--- src/rtl/generate_drbg.sv ---
// rtl/generate_drbg.sv - CTR_DRBG (AES-256, no df) generate function with backtracking-resistance update
module generate_drbg #(
    parameter logic [31:0] RESEED_INTERVAL = 32'h0001_0000,
    parameter int          MAX_BLOCKS      = 16
) (
    input  logic         clk,
    input  logic         rst_n,
    input  logic         start,
    input  logic [7:0]   num_blocks,
    input  logic [255:0] key_in,
    input  logic [127:0] v_in,
    input  logic [31:0]  reseed_counter_in,
    input  logic         add_valid,
    input  logic [383:0] additional_input,
    output logic         aes_start,
    output logic [255:0] aes_key,
    output logic [127:0] aes_block,
    input  logic         aes_done,
    input  logic [127:0] aes_result,
    output logic         out_valid,
    output logic [127:0] out_data,
    input  logic         out_ready,
    output logic [255:0] key_out,
    output logic [127:0] v_out,
    output logic [31:0]  reseed_counter_out,
    output logic         busy,
    output logic         done,
    output logic         error
);

    localparam logic [7:0] MAX_B = 8'(MAX_BLOCKS);

    typedef enum logic [3:0] {
        S_IDLE, S_CHECK, S_PRE_REQ, S_PRE_WAIT, S_PRE_FIN,
        S_GEN_REQ, S_GEN_WAIT, S_GEN_OUT,
        S_POST_REQ, S_POST_WAIT, S_POST_FIN, S_COMPLETE
    } state_t;

    state_t         state;
    logic [255:0]   key_r;
    logic [127:0]   v_r;
    logic [31:0]    rc_r;
    logic [7:0]     num_r;
    logic [7:0]     blk_cnt;
    logic [1:0]     call_idx;
    logic           add_valid_r;
    logic [383:0]   add_r;
    logic [255:0]   t_r;

    // Cipher request fields come straight from the working registers, which only
    // change on the cycle a new request is launched or after the last update call.
    assign aes_key   = key_r;
    assign aes_block = v_r;

    always_ff @(posedge clk or negedge rst_n) begin
        if (!rst_n) begin
            state              <= S_IDLE;
            key_r              <= '0;
            v_r                <= '0;
            rc_r               <= '0;
            num_r              <= '0;
            blk_cnt            <= '0;
            call_idx           <= '0;
            add_valid_r        <= 1'b0;
            add_r              <= '0;
            t_r                <= '0;
            aes_start          <= 1'b0;
            out_valid          <= 1'b0;
            out_data           <= '0;
            key_out            <= '0;
            v_out              <= '0;
            reseed_counter_out <= '0;
            busy               <= 1'b0;
            done               <= 1'b0;
            error              <= 1'b0;
        end else begin
            case (state)
                S_IDLE: begin
                    if (start) begin
                        key_r       <= key_in;
                        v_r         <= v_in;
                        rc_r        <= reseed_counter_in;
                        num_r       <= num_blocks;
                        add_valid_r <= add_valid;
                        add_r       <= add_valid ? additional_input : '0;
                        error       <= 1'b0;
                        busy        <= 1'b1;
                        state       <= S_CHECK;
                    end
                end
                S_CHECK: begin
                    blk_cnt  <= '0;
                    call_idx <= '0;
                    if (rc_r > RESEED_INTERVAL || num_r == 8'd0 || num_r > MAX_B) begin
                        done  <= 1'b1;
                        error <= 1'b1;
                        state <= S_COMPLETE;
                    end else begin
                        v_r       <= v_r + 128'd1;
                        aes_start <= 1'b1;
                        state     <= add_valid_r ? S_PRE_REQ : S_GEN_REQ;
                    end
                end
                S_PRE_REQ: begin
                    aes_start <= 1'b0;
                    state     <= S_PRE_WAIT;
                end
                S_POST_REQ: begin
                    aes_start <= 1'b0;
                    state     <= S_POST_WAIT;
                end
                S_PRE_WAIT, S_POST_WAIT: begin
                    if (aes_done) begin
                        if (call_idx == 2'd2) begin
                            // temp = {T0,T1,T2} ^ P split into new K and V
                            key_r <= t_r ^ add_r[383:128];
                            v_r   <= aes_result ^ add_r[127:0];
                            state <= (state == S_PRE_WAIT) ? S_PRE_FIN : S_POST_FIN;
                        end else begin
                            if (call_idx == 2'd0)
                                t_r[255:128] <= aes_result;
                            else
                                t_r[127:0]   <= aes_result;
                            call_idx  <= call_idx + 2'd1;
                            v_r       <= v_r + 128'd1;
                            aes_start <= 1'b1;
                            state     <= (state == S_PRE_WAIT) ? S_PRE_REQ : S_POST_REQ;
                        end
                    end
                end
                S_PRE_FIN: begin
                    v_r       <= v_r + 128'd1;
                    aes_start <= 1'b1;
                    state     <= S_GEN_REQ;
                end
                S_GEN_REQ: begin
                    aes_start <= 1'b0;
                    state     <= S_GEN_WAIT;
                end
                S_GEN_WAIT: begin
                    if (aes_done) begin
                        out_data  <= aes_result;
                        out_valid <= 1'b1;
                        blk_cnt   <= blk_cnt + 8'd1;
                        state     <= S_GEN_OUT;
                    end
                end
                S_GEN_OUT: begin
                    if (out_ready) begin
                        out_valid <= 1'b0;
                        v_r       <= v_r + 128'd1;
                        aes_start <= 1'b1;
                        call_idx  <= '0;
                        state     <= (blk_cnt == num_r) ? S_POST_REQ : S_GEN_REQ;
                    end
                end
                S_POST_FIN: begin
                    key_out            <= key_r;
                    v_out              <= v_r;
                    reseed_counter_out <= rc_r + 32'd1;
                    done               <= 1'b1;
                    state              <= S_COMPLETE;
                end
                S_COMPLETE: begin
                    done  <= 1'b0;
                    busy  <= 1'b0;
                    state <= S_IDLE;
                end
                default: state <= S_IDLE;
            endcase
        end
    end

endmodule

--- config.mk ---
export PLATFORM = sky130hd
export DESIGN_NAME = generate_drbg
export DESIGN_NICKNAME = d
export VERILOG_FILES = /design/src/rtl/generate_drbg.sv
export SDC_FILE = /design/constraint.sdc
export NUM_CORES = 2
export LEC_CHECK = 0
export BUFFER_PORTS_ARGS = -buffer_cell sky130_fd_sc_hd__buf_4
export CORE_AREA = 2 2 733 735
export CTS_CLUSTER_SIZE = 14
export DETAILED_ROUTE_END_ITERATION = 16
export DIE_AREA = 0 0 735 737
export GPL_TIMING_DRIVEN = 0
export PLACE_DENSITY = 0.3
export SLEW_MARGIN = 10
export SYNTH_ARGS = -nofsm -noshare
export SYNTH_HDL_FRONTEND = slang
export SYNTH_SLANG_ARGS = --single-unit
--- constraint.sdc ---
create_clock -name clk -period 3.05 [get_ports clk]
set_input_delay 0.1525 -clock clk [delete_from_list [all_inputs] [get_ports clk]]
set_output_delay 0.1525 -clock clk [all_outputs]
set_load 0.05 [all_outputs]
==> flow_summary.toml <==
[worst_setup_path]
slowest_delay_ps = 570
critical-path-slowest-cell = "or4_4"
crit_fanout = 5
r2r_cells = 11
path_depth = 11
cp_cell_sequence = "or4_4 > a2111o_2 > a21o_4 > nor2_4 > buf_12 > buf_6 > clkbuf_16 > buf_12 > buf_8 > nand3_1 > nand2_1"
rr_endpoint = "add_r[196]"
worst_ep_arrival_time_ps = 3970
worstSetupPathType = "register to register"
r2r_start = "rc_r[19]"
r2r_slack_ps = -100
critPathCaptureType = "register"
crit_family = "simple AND/OR/NAND/NOR gates"
start_kind = "register"
crit_buf_inv = 5
crit_top_cell = "buf_12"
cp.required_ps = 3860

[pwr]
powerDensity_nw_per_um2 = 1260
switchingPower_mw = 84.1
p_sw_share_pct = 52.8
p_leak_nw = 58.6
p_int_mw = 75.3
ir_drop_uv = 903
sequentialPowerShare_pct = 25.5
p_clk_share_pct = 18.3
combinationalPowerShare_pct = 56.2

[final_layout]
final-seq-area_um2 = 40900
final_nets = 13000
multi_input_area_um2 = 32300
final_util_pct = 23.7
drive_above_1_share_pct = 28.1
final-instance-count-excl-fill = 19300
area_growth_pct = 71.8
fill_cells = 59100
final_cell_mix = "nand2_1 (2867), buf_4 (2033), dfrtp_1 (1536), dlygate4sd3_1 (1480), o21ai_0 (505)"
mostFrequentLayoutCell = "nand2_1"

[grt]
grt_pass1_wl_mm = 848
grt_max_degree = 133
grt_use_total_pct = 23.7
grt_pass1_vias = 81000
grt-ovfl-total = 0
grt_antenna_before_repair = 321

[drt]
num_vias = 79400
first_pass_iters = 6
drt_wl_total_mm = 665
wl_per_cell_um = 34.4
drtIter0Drc = 5815
drt-vias-per-instance = 4.11
drc = 0
antenna_left = 0

[timing]
final-setup-viol-count = 46
max_slew_margin_pct = 13.8
tightest_slew_ps = 1290
setup_tns_ps = -1070
finalMaxSlewViolations = 0
timing.hold.ws_ps = -212
rsz0062_at_grt = "true"
min_period_over_period_pct = 103
hold_violations = 191
fmax_mhz = 317
setup_ws_ps = -103
skew_ps = 93.4
fin_crit_ps = 3150

[clock_network]
cts_tree = "yes"
cts-root-buf = "clkbuf_16"
cts_sinks = 1628
cts_max_level = 4
clk_pin_slew_ps = 60
clock_latency_ps = 970
ctsHoldBuffers = 1487
cts_buffers = 230
cts_max_path_buffers = 4

[synthesis]
async_flop_share_pct = 100
synth-xor-area-share_pct = 5.21
seq_area_frac_synth_pct = 55.3
ys_types = 83
synth_top_family_by_area = "simple AND/OR/NAND/NOR gates"
netlist_area_um2 = 73600
avgSynthCellArea_um2 = 8.97
synthMuxAreaShare_pct = 3.97
synth_simple_gate_area_share_pct = 23.0
syn_inst = 8212
synth_compound_area_share_pct = 9.39
synth_fa_ha_area_share_pct = 0.119
synth-seq-cells = 1628
yosys_warnings = 0
synth_nets = 9161
synth_ff_type = "dfrtp_1"
synth-edff-count = 0

[status]
status = "finished, violations left"
violations = "negative hold slack, negative setup slack"

[die]
rows = 269
die_w_um = 735
io_pins = 1875
die_area_um2 = 542000
die_h_um = 737
core_um2 = 534000
start_util_pct = 13.8

[place]
placed_cells = 17200
port_buffers = 1873
place.detailed.hpwl_mm = 537
place_congestion = 0.869

[flow_run]
drv_cap = 0

[worst_hold_path]
hold_class = "input pin to async pin"
==> per-stage QoR <==
step | area (um^2) | setup WS [ps] | power (mW)
after floorplan | 73700 | -0.180 | 79.4
after global placement | 96500 | -25680 | 119
after detailed placement | 98200 | -2360 | 123
after CTS | 125000 | -255 | 160
after global routing | 126000 | -128 | 167
final | 127000 | -103 | 159
==> state kept, by name (all words and copies together) (netlist names) <==
signal              cells
t_r                   256
add_r                 384
call_idx                2
aes_block             128
num_r                   8
key_out               256
aes_start               1
aes_key               256
out_data              128
state                   4
add_valid_r             1
reseed_counter_out     32
out_valid               1
v_out                 128
busy                    1
rc_r                   32
error                   1
done                    1
blk_cnt                 8
==> routing by layer <==
layer | GRT usage, % | share of wire (%) | vias up
li1 | - | - | 35100
met1 | 30.1 | 42 | 40000
met2 | 39.6 | 47 | 3280
met3 | 6.02 | 7.2 | 948
met4 | 6.88 | 3.8 | 134
met5 | 0 | 0.13 | -
==> tightest hold or removal path, delay by kind of cell <==
family | cells | cell delay, ps
buffers and inverters | 7 | 990
==> final cells by class <==
class	count	share of cell area (%)
buffer	503	2.87
clock buffer	354	5.49
antenna	89	0.176
multi-input combinational	6012	25.6
clock inverter	60	0.758
timing repair buffer	3605	25.7
inverter	44	0.132
sequential	1628	32.3
tap	7046	6.97
==> cells in the mapped netlist, types with 11 or more instances <==
cell | count | share of area [%]
xor2_1 | 94 | 1.1
clkbuf_1 | 447 | 2.3
o31a_1 | 16 | 0.19
mux2_2 | 257 | 3.9
and3_1 | 25 | 0.21
xnor2_1 | 344 | 4.1
nand2_1 | 2884 | 15
o21ai_1 | 13 | 0.088
buf_2 | 51 | 0.35
nor3_1 | 52 | 0.35
o21a_1 | 18 | 0.18
nor2_1 | 418 | 2.1
and2_1 | 16 | 0.14
buf_1 | 29 | 0.15
o2bb2ai_1 | 13 | 0.15
a31oi_1 | 33 | 0.28
a22oi_1 | 41 | 0.42
dfrtp_1 | 1628 | 55
inv_1 | 43 | 0.22
and4_1 | 14 | 0.17
a211oi_1 | 15 | 0.15
o21ai_0 | 509 | 3.5
nand4_1 | 74 | 0.63
nand3_1 | 473 | 3.2
o22ai_1 | 12 | 0.10
nand2b_1 | 11 | 0.093
a22o_1 | 17 | 0.20
a21oi_1 | 415 | 2.8
o211ai_1 | 13 | 0.13
nor4_1 | 51 | 0.43
==> cells by family (layout without fill, tap and decap cells) <==
family                   after synthesis  count (layout)
AO/OA/AOI/OAI                       1215            1215
XOR/XNOR                             438             438
adder cells (fa/ha/maj)                7               7
buffers and inverters                572            4566
flip-flops                          1628            1628
multiplexers                         260             260
other                                  0              89
AND/OR/NAND/NOR                     4092            4092
==> power by group through the flow <==
stage | Sequential (mW) | Clock (mW) | Combinational [mW]
2_1_floorplan | 53.5 | 0 | 25.8
3_3_place_gp | 41.2 | 0 | 77.9
3_5_place_dp | 41.2 | 0 | 81.9
4_1_cts | 40.8 | 30.2 | 89.3
5_1_grt | 41.6 | 30.9 | 94.6
6_report | 40.6 | 29.2 | 89.6
==> worst max path at each step <==
stage | start | to | slack [ps]
floorplan | aes_block[30] | aes_block[103] | -0.2
global placement | rst_n | aes_block[1] | -25680
detailed placement | rc_r[24] | add_r[113] | -2360
CTS | rc_r[25] | add_r[196] | -260
global route | rc_r[25] | add_r[196] | -130
finish | rc_r[19] | add_r[196] | -100
==> what timing repair did <==
action,in CTS,in global routing
setup buffers,118,54
pin swaps,98,110
endpoints found under the setup margin,1546,927
gates cloned,14,5
resized for setup,735,395
hold endpoints to repair,1490,210
(Power assumes the default switching activity.)
